$ cat src/rtl/id_ex_stage_if.sv
// id_ex_stage_if: ID-side fields, bypass sources and EX-side outputs of the ID/EX stage.
interface id_ex_stage_if #(
    parameter int DATA_W = 32,
    parameter int REG_AW = 5,
    parameter int OP_W   = 5
);
    logic              id_valid;
    logic [REG_AW-1:0] id_rs, id_rt, id_rd;
    logic [DATA_W-1:0] id_rs_data, id_rt_data;
    logic [15:0]       id_imm16;
    logic              id_sign_ext, id_alu_src;
    logic [OP_W-1:0]   id_alu_op;
    logic              id_reg_write, id_mem_read, id_mem_write;
    logic              flush;
    logic              mem_reg_write;
    logic [REG_AW-1:0] mem_rd;
    logic [DATA_W-1:0] mem_result;
    logic              wb_reg_write;
    logic [REG_AW-1:0] wb_rd;
    logic [DATA_W-1:0] wb_result;
    logic              stall;
    logic              ex_valid;
    logic [DATA_W-1:0] ex_a, ex_b, ex_store_data;
    logic [OP_W-1:0]   ex_alu_op;
    logic [REG_AW-1:0] ex_rd;
    logic              ex_reg_write, ex_mem_read, ex_mem_write;

    modport master (
        output id_valid, id_rs, id_rt, id_rd, id_rs_data, id_rt_data, id_imm16,
               id_sign_ext, id_alu_src, id_alu_op, id_reg_write, id_mem_read, id_mem_write,
               flush, mem_reg_write, mem_rd, mem_result, wb_reg_write, wb_rd, wb_result,
        input  stall, ex_valid, ex_a, ex_b, ex_store_data, ex_alu_op, ex_rd,
               ex_reg_write, ex_mem_read, ex_mem_write
    );
    modport slave (
        input  id_valid, id_rs, id_rt, id_rd, id_rs_data, id_rt_data, id_imm16,
               id_sign_ext, id_alu_src, id_alu_op, id_reg_write, id_mem_read, id_mem_write,
               flush, mem_reg_write, mem_rd, mem_result, wb_reg_write, wb_rd, wb_result,
        output stall, ex_valid, ex_a, ex_b, ex_store_data, ex_alu_op, ex_rd,
               ex_reg_write, ex_mem_read, ex_mem_write
    );
endinterface

$ cat src/rtl/id_ex_stage.sv
// id_ex_stage: ID/EX pipeline register with WB capture bypass, EX operand forwarding
// and load-use stall/bubble insertion.
module id_ex_stage #(
    parameter int DATA_W = 32,
    parameter int REG_AW = 5,
    parameter int OP_W   = 5
) (
    input logic          clk,
    input logic          rst_n,
    id_ex_stage_if.slave bus
);
    logic              valid, alu_src, reg_write, mem_read, mem_write;
    logic [REG_AW-1:0] rs, rt, rd;
    logic [DATA_W-1:0] rs_val, rt_val, imm_ext;
    logic [OP_W-1:0]   alu_op;
    logic              mem_ok, wb_ok, hazard, kill;
    logic [DATA_W-1:0] fwd_rs, fwd_rt, cap_rs, cap_rt, ext;

    always_comb begin
        mem_ok = bus.mem_reg_write && bus.mem_rd != '0;
        wb_ok  = bus.wb_reg_write && bus.wb_rd != '0;
        fwd_rs = (mem_ok && bus.mem_rd == rs) ? bus.mem_result : (wb_ok && bus.wb_rd == rs) ? bus.wb_result : rs_val;
        fwd_rt = (mem_ok && bus.mem_rd == rt) ? bus.mem_result : (wb_ok && bus.wb_rd == rt) ? bus.wb_result : rt_val;
        cap_rs = (wb_ok && bus.wb_rd == bus.id_rs) ? bus.wb_result : bus.id_rs_data;
        cap_rt = (wb_ok && bus.wb_rd == bus.id_rt) ? bus.wb_result : bus.id_rt_data;
        ext    = {{(DATA_W-16){bus.id_sign_ext & bus.id_imm16[15]}}, bus.id_imm16};
        hazard = valid && mem_read && rd != '0 && bus.id_valid && (rd == bus.id_rs || rd == bus.id_rt);
        // An invalid ID slot is captured as a bubble, same as flush/hazard
        kill   = !rst_n || bus.flush || hazard || !bus.id_valid;
    end

    always_ff @(posedge clk) begin
        valid     <= !kill;
        rs        <= kill ? '0 : bus.id_rs;
        rt        <= kill ? '0 : bus.id_rt;
        rd        <= kill ? '0 : bus.id_rd;
        rs_val    <= kill ? '0 : cap_rs;
        rt_val    <= kill ? '0 : cap_rt;
        imm_ext   <= kill ? '0 : ext;
        alu_src   <= !kill && bus.id_alu_src;
        alu_op    <= kill ? '0 : bus.id_alu_op;
        reg_write <= !kill && bus.id_reg_write;
        mem_read  <= !kill && bus.id_mem_read;
        mem_write <= !kill && bus.id_mem_write;
    end

    assign bus.stall         = hazard && !bus.flush;
    assign bus.ex_valid      = valid;
    assign bus.ex_a          = fwd_rs;
    assign bus.ex_b          = alu_src ? imm_ext : fwd_rt;
    assign bus.ex_store_data = fwd_rt;
    assign bus.ex_alu_op     = alu_op;
    assign bus.ex_rd         = rd;
    assign bus.ex_reg_write  = reg_write;
    assign bus.ex_mem_read   = mem_read;
    assign bus.ex_mem_write  = mem_write;
endmodule
$ cat src/flat_wrapper.sv
// flat-port wrapper written by rule: the top's interface ports become plain ports
module id_ex_stage_flat 
#(
    parameter int DATA_W = 32,
    parameter int REG_AW = 5,
    parameter int OP_W   = 5
)
  (clk, rst_n, bus_id_valid, bus_id_rs, bus_id_rt, bus_id_rd, bus_id_rs_data, bus_id_rt_data, bus_id_imm16, bus_id_sign_ext, bus_id_alu_src, bus_id_alu_op, bus_id_reg_write, bus_id_mem_read, bus_id_mem_write, bus_flush, bus_mem_reg_write, bus_mem_rd, bus_mem_result, bus_wb_reg_write, bus_wb_rd, bus_wb_result, bus_stall, bus_ex_valid, bus_ex_a, bus_ex_b, bus_ex_store_data, bus_ex_alu_op, bus_ex_rd, bus_ex_reg_write, bus_ex_mem_read, bus_ex_mem_write);
  id_ex_stage_if #(.DATA_W(DATA_W), .REG_AW(REG_AW), .OP_W(OP_W)) bus_i ();
  input logic clk;
  input logic rst_n;
  input wire logic [$bits(bus_i.id_valid)-1:0] bus_id_valid;
  input wire logic [$bits(bus_i.id_rs)-1:0] bus_id_rs;
  input wire logic [$bits(bus_i.id_rt)-1:0] bus_id_rt;
  input wire logic [$bits(bus_i.id_rd)-1:0] bus_id_rd;
  input wire logic [$bits(bus_i.id_rs_data)-1:0] bus_id_rs_data;
  input wire logic [$bits(bus_i.id_rt_data)-1:0] bus_id_rt_data;
  input wire logic [$bits(bus_i.id_imm16)-1:0] bus_id_imm16;
  input wire logic [$bits(bus_i.id_sign_ext)-1:0] bus_id_sign_ext;
  input wire logic [$bits(bus_i.id_alu_src)-1:0] bus_id_alu_src;
  input wire logic [$bits(bus_i.id_alu_op)-1:0] bus_id_alu_op;
  input wire logic [$bits(bus_i.id_reg_write)-1:0] bus_id_reg_write;
  input wire logic [$bits(bus_i.id_mem_read)-1:0] bus_id_mem_read;
  input wire logic [$bits(bus_i.id_mem_write)-1:0] bus_id_mem_write;
  input wire logic [$bits(bus_i.flush)-1:0] bus_flush;
  input wire logic [$bits(bus_i.mem_reg_write)-1:0] bus_mem_reg_write;
  input wire logic [$bits(bus_i.mem_rd)-1:0] bus_mem_rd;
  input wire logic [$bits(bus_i.mem_result)-1:0] bus_mem_result;
  input wire logic [$bits(bus_i.wb_reg_write)-1:0] bus_wb_reg_write;
  input wire logic [$bits(bus_i.wb_rd)-1:0] bus_wb_rd;
  input wire logic [$bits(bus_i.wb_result)-1:0] bus_wb_result;
  output wire logic [$bits(bus_i.stall)-1:0] bus_stall;
  output wire logic [$bits(bus_i.ex_valid)-1:0] bus_ex_valid;
  output wire logic [$bits(bus_i.ex_a)-1:0] bus_ex_a;
  output wire logic [$bits(bus_i.ex_b)-1:0] bus_ex_b;
  output wire logic [$bits(bus_i.ex_store_data)-1:0] bus_ex_store_data;
  output wire logic [$bits(bus_i.ex_alu_op)-1:0] bus_ex_alu_op;
  output wire logic [$bits(bus_i.ex_rd)-1:0] bus_ex_rd;
  output wire logic [$bits(bus_i.ex_reg_write)-1:0] bus_ex_reg_write;
  output wire logic [$bits(bus_i.ex_mem_read)-1:0] bus_ex_mem_read;
  output wire logic [$bits(bus_i.ex_mem_write)-1:0] bus_ex_mem_write;
  assign bus_i.id_valid = bus_id_valid;
  assign bus_i.id_rs = bus_id_rs;
  assign bus_i.id_rt = bus_id_rt;
  assign bus_i.id_rd = bus_id_rd;
  assign bus_i.id_rs_data = bus_id_rs_data;
  assign bus_i.id_rt_data = bus_id_rt_data;
  assign bus_i.id_imm16 = bus_id_imm16;
  assign bus_i.id_sign_ext = bus_id_sign_ext;
  assign bus_i.id_alu_src = bus_id_alu_src;
  assign bus_i.id_alu_op = bus_id_alu_op;
  assign bus_i.id_reg_write = bus_id_reg_write;
  assign bus_i.id_mem_read = bus_id_mem_read;
  assign bus_i.id_mem_write = bus_id_mem_write;
  assign bus_i.flush = bus_flush;
  assign bus_i.mem_reg_write = bus_mem_reg_write;
  assign bus_i.mem_rd = bus_mem_rd;
  assign bus_i.mem_result = bus_mem_result;
  assign bus_i.wb_reg_write = bus_wb_reg_write;
  assign bus_i.wb_rd = bus_wb_rd;
  assign bus_i.wb_result = bus_wb_result;
  assign bus_stall = bus_i.stall;
  assign bus_ex_valid = bus_i.ex_valid;
  assign bus_ex_a = bus_i.ex_a;
  assign bus_ex_b = bus_i.ex_b;
  assign bus_ex_store_data = bus_i.ex_store_data;
  assign bus_ex_alu_op = bus_i.ex_alu_op;
  assign bus_ex_rd = bus_i.ex_rd;
  assign bus_ex_reg_write = bus_i.ex_reg_write;
  assign bus_ex_mem_read = bus_i.ex_mem_read;
  assign bus_ex_mem_write = bus_i.ex_mem_write;
  id_ex_stage #(.DATA_W(DATA_W), .REG_AW(REG_AW), .OP_W(OP_W)) u_core (.clk(clk), .rst_n(rst_n), .bus(bus_i));
endmodule
$ cat config.mk
export PLATFORM = sky130hd
export DESIGN_NAME = id_ex_stage_flat
export DESIGN_NICKNAME = d
export VERILOG_FILES = /design/src/rtl/id_ex_stage_if.sv /design/src/rtl/id_ex_stage.sv /design/src/flat_wrapper.sv
export SDC_FILE = /design/constraint.sdc
export NUM_CORES = 1
export LEC_CHECK = 0
export ABC_AREA = 0
export CAP_MARGIN = 15
export CORE_MARGIN = 2
export CORE_UTILIZATION = 44
export CTS_CLUSTER_DIAMETER = 100
export DETAILED_ROUTE_END_ITERATION = 8
export PLACE_DENSITY = 0.87
export SYNTH_ARGS = -nofsm -noshare
export SYNTH_HDL_FRONTEND = slang
export SYNTH_SLANG_ARGS = --single-unit
$ cat constraint.sdc
create_clock -name clk -period 4.8 [get_ports clk]
set_input_delay 1.2 -clock clk [delete_from_list [all_inputs] [get_ports clk]]
set_output_delay 1.2 -clock clk [all_outputs]
set_load 0.02 [all_outputs]
==> Word level (Yosys, flattened, before mapping) <==
Cells that the tools add are included.
{ "totals": {"reg_bits": 106, "inputBits": 185, "output_inout_bits": 111, "elab_cells": 56} }
{ "classes": {"n_eq_ne": 8, "n_mux": 7, "n_bitwise": 1, "n_reduce_logical": 28} }
{ "ops": {"columns": ["op", "n"], "rows": [
  ["32-bit two-way mux", 7],
  ["5-bit equality test", 8],
  ["1-bit logical AND", 17],
  ["5-bit nonzero test", 3],
  ["1-bit logical NOT", 4],
  ["1-bit logical OR", 4],
  ["1-bit bitwise AND", 1]
]} }

==> Longest topological paths before layout <==
Gate-level depths: netlist (run 1).
{ "logic_depth": {"ltp_word": 8, "ltp_mapped": 8, "mapped_depth_nobuf": 6} }

==> Least setup slack after synthesis (run 1) <==
No wires, ideal clock.
{ "synth_path": {"kind": "input to output", "from": "input port bus_wb_rd[1]", "to": "output port bus_ex_b[11]", "arrival_time_ns": 3.151, "slack_ns": 0.449, "cell_stages": 7, "path_cell_list": "buf_2 or4_4 o211a_4 clkbuf_1 a21boi_0 a211oi_2 o31ai_1"} }
{ "synth_via": {"elab_chain_cells": 6, "word_cells_on_any_way": 7, "cone_classes": "1 x eq/ne; 3 x mux; 3 x reduce/logical"} }
{ "synth_rtl": {"columns": ["item", "line", "rtl"], "rows": [
  ["start: declaration", "flat_wrapper.sv:30", "input wire logic [$bits(bus_i.wb_rd)-1:0] bus_wb_rd;"],
  ["5-bit nonzero test", "id_ex_stage.sv:21", "wb_ok = bus.wb_reg_write && bus.wb_rd != '0;"],
  ["1-bit logical AND", "id_ex_stage.sv:21", null],
  ["1-bit logical AND *", "id_ex_stage.sv:23", "fwd_rt = (mem_ok && bus.mem_rd == rt) ? bus.mem_result : (wb_ok && bus.wb_rd == rt) ? bus.wb_result : rt_val;"],
  ["32-bit two-way mux * (2 in a row)", "id_ex_stage.sv:23", null],
  ["32-bit two-way mux *", "id_ex_stage.sv:50", "assign bus.ex_b = alu_src ? imm_ext : fwd_rt;"],
  ["end: declaration", "flat_wrapper.sv:35", "output wire logic [$bits(bus_i.ex_b)-1:0] bus_ex_b;"]
]} }
Mark *: on every way between the ends. The rest lies on a longest branch, timed or not.

==> Worst setup path in the final report (run 1) <==
{ "layout_path": {"from": "input port bus_mem_rd[0]", "to": "output port bus_ex_store_data[11]"} }
{ "layout_via": {"elab_chain_cells": 4, "word_cells_on_any_way": 5, "cone_classes": "1 x eq/ne; 1 x mux; 3 x reduce/logical"} }
{ "layout_rtl": {"columns": ["item", "line", "rtl"], "rows": [
  ["start: declaration", "flat_wrapper.sv:27", "input wire logic [$bits(bus_i.mem_rd)-1:0] bus_mem_rd;"],
  ["5-bit nonzero test", "id_ex_stage.sv:20", "mem_ok = bus.mem_reg_write && bus.mem_rd != '0;"],
  ["1-bit logical AND", "id_ex_stage.sv:20", null],
  ["1-bit logical AND *", "id_ex_stage.sv:23", null],
  ["32-bit two-way mux *", "id_ex_stage.sv:23", null],
  ["end: declaration", "flat_wrapper.sv:36", "output wire logic [$bits(bus_i.ex_store_data)-1:0] bus_ex_store_data;"]
]} }
Marks and branches as above.

==> results of run 1 <==
==> how the worst max path moves through the flow <==
| stage | startpoint | endpoint | slack, ps | depth (start not counted) |
|---|---|---|---|---|
| after floorplan | bus_wb_rd[1] | bus_ex_b[11] | 450 | 7 |
| after global placement | bus_mem_rd[3] | bus_ex_b[15] | -480 | 7 |
| after detailed placement | bus_mem_rd[3] | bus_ex_b[23] | -530 | 7 |
| after CTS | bus_wb_rd[0] | bus_ex_b[31] | -60 | 8 |
| after global routing | bus_mem_rd[0] | bus_ex_store_data[11] | -10 | 9 |
| final | bus_mem_rd[0] | bus_ex_store_data[11] | 60 | 9 |
==> metal layers <==
| metal | vias up | GRT usage (%) | wire length [µm] |
|---|---|---|---|
| li1 | 3071 | - | - |
| met1 | 3028 | 34.8 | 8470 |
| met2 | 323 | 55.2 | 11200 |
| met3 | 50 | 6.13 | 1740 |
| met4 | 0 | 11.0 | 697 |
| met5 | - | 0 | 0 |
==> kinds of logic after synthesis <==
family	Yosys count	synth area share (%)
buf+inv	60	4.79
simple gates	308	22.6
compound gates	136	19.4
flops	106	36.3
xor+xnor	40	5.99
mux	64	10.9
==> cells in the mapped netlist (2+ instances only) <==
| cell type | n | area share [%] |
|---|---|---|
| a211oi_1 | 2 | 0.26 |
| a211oi_2 | 30 | 6.4 |
| a21boi_0 | 31 | 4.0 |
| a31oi_1 | 32 | 3.4 |
| and2_1 | 40 | 4.3 |
| and3_1 | 2 | 0.21 |
| buf_1 | 4 | 0.26 |
| buf_2 | 14 | 1.2 |
| buf_6 | 5 | 0.96 |
| clkbuf_1 | 36 | 2.3 |
| dfxtp_1 | 106 | 36 |
| mux2i_1 | 64 | 11 |
| nand2_1 | 84 | 5.4 |
| nand3_1 | 7 | 0.60 |
| nor2_1 | 163 | 10 |
| nor4_2 | 2 | 0.43 |
| o21ai_0 | 2 | 0.17 |
| o31ai_1 | 32 | 4.1 |
| or4_1 | 2 | 0.26 |
| xnor2_1 | 30 | 4.5 |
| xor2_1 | 10 | 1.5 |
==> cell type report <==
type	instances	area (µm²)
fillers	1016	3530
repair buffers	362	3270
multi-input cells	554	3690
inverters	1	3.75
clock inverters	4	51.3
well taps	176	220
flip-flops and latches	106	2120
clock buffers	11	253
==> what timing repair did <==
action	in CTS	in global routing
resized for setup	165	172
buffers inserted	8	3
endpoints found under the setup margin	96	74
pin swaps	8	6
cloned	6	0
==> power by group through the flow <==
stage / clock network, mW / registers (mW) / logic (mW)
floorplan: 0 / 0.934 / 0.196
global placement: 0 / 0.933 / 0.504
detailed placement: 0 / 0.934 / 0.510
CTS: 0.769 / 0.914 / 0.501
global route: 0.810 / 0.916 / 0.540
finish: 0.760 / 0.914 / 0.509
==> critical path: cells and delay by family <==
kind | cells | cell delay (ps)
buffers and inverters | 4 | 1130
AND/OR/NAND/NOR | 3 | 660
AO/OA/AOI/OAI | 2 | 520
==> sequential cells by signal, summed over array words and instances, names as in the netlist <==
register,count
u_core.rs_val,32
u_core.rt_val,32
u_core.imm_ext,17
u_core.bus.ex_alu_op,5
u_core.bus.ex_rd,5
u_core.rs,5
u_core.rt,5
u_core.alu_src,1
u_core.bus.ex_mem_read,1
u_core.bus.ex_mem_write,1
u_core.bus.ex_reg_write,1
u_core.bus.ex_valid,1
==> results by group, run 1 <==
Run status
  • Outcome: finished clean

Logic synthesis
  • EDFF count, synth: 0
  • Syn Nets: 899
  • Cell count after synthesis: 714
  • Async S/R FF share, synth: 0%
  • Seq/Total Area, Yosys: 36.3%
  • Mapped Area: 5850 µm²
  • Synth Flop Type: dfxtp_1
  • Yosys warns: 0
  • Avg Cell Area, Syn: 8.19 µm²
  • #FFs+latches synth: 106
  • Library cells used by synthesis: 37

Clock network
  • Clock Latency Late Sink: 350 ps
  • TritonCTS buffer count: 9
  • CTS Buffer Depth: 2
  • Clock Sinks: 106
  • H-tree depth: 3
  • # hold bufs at CTS: 0
  • CTS tree: done
  • Clk slew on worst S/H paths: 70 ps
  • Root Buffer: clkbuf_16

Power
  • Total internal power: 1.61 mW
  • Comb pwr share: 23.3%
  • Leak: 3.87 nW
  • Power share of the clock group: 34.8%
  • Peak supply drop: 0.208 mV
  • Pwr per Cell Area: 227 nW/µm²
  • Power Total: 2.18 mW
  • Sw Share: 26.4%
  • Register share of total power: 41.9%
  • Switching pwr: 0.577 mW

Die
  • Die width: 119 µm
  • Initial Utilization: 44.5%
  • Die height: 119 µm
  • CORE AREA: 13100 µm²
  • Top-Level Pins: 296
  • Die area: 14200 µm²
  • Row count: 42

Critical path
  • Worst setup SP type: input pin
  • CP Cell Sequence: clkdlybuf4s50_1 -> or4_1 -> o211ai_1 -> buf_4 -> nor2_4 -> buf_12 -> a211oi_2 -> nor2_1 -> dlygate4sd2_1
  • Flop-to-flop setup slack: 2820 ps
  • Critical-path maximum fanout: 10
  • R2r startpoint: u_core.bus.ex_rd[1]
  • Data arrival, critical path: 3540 ps
  • Critical path required time: 3600 ps
  • Worst Setup Path Type: input pin to output port
  • R2r endpoint: u_core.imm_ext[16]
  • Slowest cell delay on critical path: 550 ps
  • Slowest-stage cell, CP: or4_1
  • Reg2Reg Depth: 6
  • Worst setup EP type: output port

Finish
  • Antenna diodes: 0
  • NumNets Final: 1219
  • Most frequent cells in the layout: 195 x clkdlybuf4s50_1, 162 x nor2_1, 105 x dfxtp_1, 84 x nand2_1, 64 x mux2i_1
  • Non-Filler Instances: 1214
  • Final core utilization: 73.1%
  • Most common cell after layout, fill and taps aside: clkdlybuf4s50_1
  • Layout area overhead: 64.2%
  • Share of cells above drive strength 1: 19.2%
  • Cell area after layout: 9600 µm²

Timing
  • Slew HR: 33.0%
  • Worst slew pin tran: 1000 ps
  • Final worst path period need: 4740 ps
  • Hold_ws: 1190 ps
  • Final period util: 98.8%
  • Fin. Hold Viols: 0
  • Final Max Slew Viols: 0
  • Skew final: 7.73 ps
  • Fin Setup TNS: 0 ps
  • Slack of the critical path: 58.2 ps
  • Achievable Freq: 0.211 GHz
  • # setup viols final: 0

Drt
  • Remaining DRCs: 0
  • Routed len/inst: 18.2 µm
  • Antenna violation net count after detailed routing: 0
  • Via count: 6472
  • Drt pass-1 iters: 5
  • Vias per cell: 5.33
  • Violation count after the first detailed-route iteration: 446
  • Routed WL: 22100 µm

Worst hold path
  • Hold EP: u_core.rt_val[6]
  • Worst hold start: u_core.bus.ex_valid
  • Hold Crit Class: flip-flop to flip-flop
  • Hold Path Depth: 5

Global routing
  • Number of global-route vias before repair: 6352
  • Initial antenna violation count: 0
  • Overflow after GRT: 0
  • GRT Overall Usage: 30.3%
  • Pin count of the biggest net entering global routing: 65
  • Global-route wire length before repair: 33600 µm

Placement
  • Dpl ws: -529 ps
  • RePlAce Congestion: 0.900
  • PortBufs: 295
  • Post-DP HPWL: 15400 µm
  • Placed cells: 1182
  • Dpl cell area: 9280 µm²

Job
  • Max_cap viols: 0
Note: power is estimated with default switching activity, not from simulation.
==> run 2, diff against run 1 <==
--- a/config.mk
+++ b/config.mk
@@ -15,3 +15,4 @@
 export SYNTH_ARGS = -nofsm -noshare
 export SYNTH_HDL_FRONTEND = slang
 export SYNTH_SLANG_ARGS = --single-unit
+export TNS_END_PERCENT = 20
==> run 2 against run 1 <==
Effect of this change:
- worst hold slack got worse by 13 ps
- critical path type unchanged
- register-to-register slack barely moved
- total power about the same
- combinational power about the same
- critical endpoint is now bus_ex_store_data[23]
- highest routed layer unchanged
==> results by group, run 2 (synthesis gave the netlist of run 1 again) <==
Clock network
  • TritonCTS buffer count: 9
  • CTS tree: done
  • Clock Sinks: 106
  • Clk slew on worst S/H paths: 70 ps
  • H-tree depth: 3
  • CTS Buffer Depth: 2
  • # hold bufs at CTS: 0
  • Clock Latency Late Sink: 350 ps
  • Root Buffer: clkbuf_16

Drt
  • Drt pass-1 iters: 5
  • Routed WL: 22100 µm
  • Vias per cell: 5.32
  • Antenna violation net count after detailed routing: 0
  • Violation count after the first detailed-route iteration: 405
  • Via count: 6443
  • Routed len/inst: 18.2 µm
  • Remaining DRCs: 0

Timing
  • Slack of the critical path: 4.88 ps
  • Slew HR: 32.6%
  • Final period util: 99.9%
  • Final worst path period need: 4800 ps
  • Final Max Slew Viols: 0
  • Worst slew pin tran: 1010 ps
  • # setup viols final: 0
  • Unrepaired setup endpoints after global routing: yes
  • Achievable Freq: 0.209 GHz
  • Skew final: 7.40 ps
  • Fin. Hold Viols: 0

Critical path
  • Critical path required time: 3600 ps
  • R2r startpoint: u_core.bus.ex_rd[1]
  • R2r endpoint: u_core.imm_ext[16]
  • Worst setup EP type: output port
  • Data arrival, critical path: 3600 ps
  • Critical-path maximum fanout: 6
  • Reg2Reg Depth: 6
  • Worst setup SP type: input pin
  • Flop-to-flop setup slack: 2820 ps
  • Worst Setup Path Type: input pin to output port
  • Crit. Startpoint: bus_wb_rd[1]

Finish
  • Area occupied by multi-input gates: 3640 µm²
  • NumNets Final: 1217
  • Share of cells above drive strength 1: 16.2%
  • Antenna diodes: 0
  • Layout area overhead: 64.6%
  • Cell area after layout: 9630 µm²
  • Filler Cells Inserted: 1020
  • Most common cell after layout, fill and taps aside: clkdlybuf4s50_1
  • Leading registers by flop count: u_core.rs_val (32), u_core.rt_val (32), u_core.imm_ext (17)
  • Most frequent cells in the layout: 197 x clkdlybuf4s50_1, 162 x nor2_1, 105 x dfxtp_1, 84 x nand2_1, 64 x mux2i_1
  • FF+latch area: 2120 µm²
  • Non-Filler Instances: 1212

Global routing
  • GRT Overall Usage: 30.3%
  • Global-route wire length before repair: 33600 µm
  • Number of global-route vias before repair: 6348
  • Initial antenna violation count: 0
  • Pin count of the biggest net entering global routing: 65
  • Overflow after GRT: 0

Die
  • CORE AREA: 13100 µm²
  • Top-Level Pins: 296
  • Die height: 119 µm
  • Die width: 119 µm
  • Row count: 42
  • Die area: 14200 µm²
  • Initial Utilization: 44.5%

Power
  • Pwr per Cell Area: 226 nW/µm²
  • Leak: 3.89 nW
  • Peak supply drop: 0.208 mV

Placement
  • Placed cells: 1182
  • Dpl ws: -529 ps
  • RePlAce Congestion: 0.900
  • PortBufs: 295
  • Dpl cell area: 9280 µm²
  • Post-DP HPWL: 15400 µm

Worst hold path
  • Hold EP: u_core.rt_val[8]
  • Hold Crit Class: flip-flop to flip-flop
  • Hold Path Depth: 5
  • Worst hold start: u_core.bus.ex_valid

Job
  • Max_cap viols: 0

Run status
  • Outcome: finished clean
[run 2: layout make-up]
cell class,instances,area share (%)
Inverter,1,0.0390
Tap cell,176,2.29
Timing Repair Buffer,360,34.7
Clock inverter,4,0.533
Clock buffer,11,2.62
Multi-Input combinational cell,554,37.8
Sequential cell,106,22.0
[run 2: worst max-delay path, stage by stage]
cell and delay (ps):
clkdlybuf4s50_1 450, or4_4 610, o211a_4 320, and2_4 240, a211oi_2 280, buf_4 150, nor2_1 40, dlygate4sd2_1 310
[run 2: where the power goes]
group	switching, mW	total, mW	internal [mW]
Combinational	0.234	0.507	0.273
Sequential	0.0108	0.914	0.903
Clock	0.330	0.760	0.430
Total	0.574	2.18	1.61
[run 2: timing repair]
item | CTS | global route
setup buffers | 7 | 2
hold endpoints to repair | 0 | 0
endpoints found under the setup margin | 96 | 75
gates cloned | 6 | 0
gates resized for setup | 149 | 111
pin swaps | 7 | 6
[run 2: worst max path at each step]
stage                                 end  slack, ps  depth (start not counted)
CTS                          bus_ex_b[17]       -240                          7
floorplan                    bus_ex_b[11]        450                          7
detailed placement           bus_ex_b[23]       -530                          7
global route         bus_ex_store_data[0]       -100                          9
finish              bus_ex_store_data[23]          5                          8
global placement             bus_ex_b[15]       -480                          7
[run 2: per-stage QoR]
stage / hold WS [ps] / setup TNS, ps / utilization [%] / power [mW]
CTS: 1200 / -569 / 73.4 / 2.18
global route: 1260 / -1020 / 73.3 / 2.26
floorplan: 911 / 0 / - / 1.13
global placement: 1170 / -31230 / 70.7 / 1.44
finish: 1180 / 0 / 73.3 / 2.18
detailed placement: 1190 / -34860 / 70.7 / 1.44
[run 2: layer usage]
metal,wire (µm),track usage (%),vias up,share of wire [%]
li1,-,-,3067,-
met5,0,0,-,0
met1,8540,34.8,3018,39
met3,1650,6.13,50,7.5
met4,682,10.8,0,3.1
met2,11200,55.3,308,51
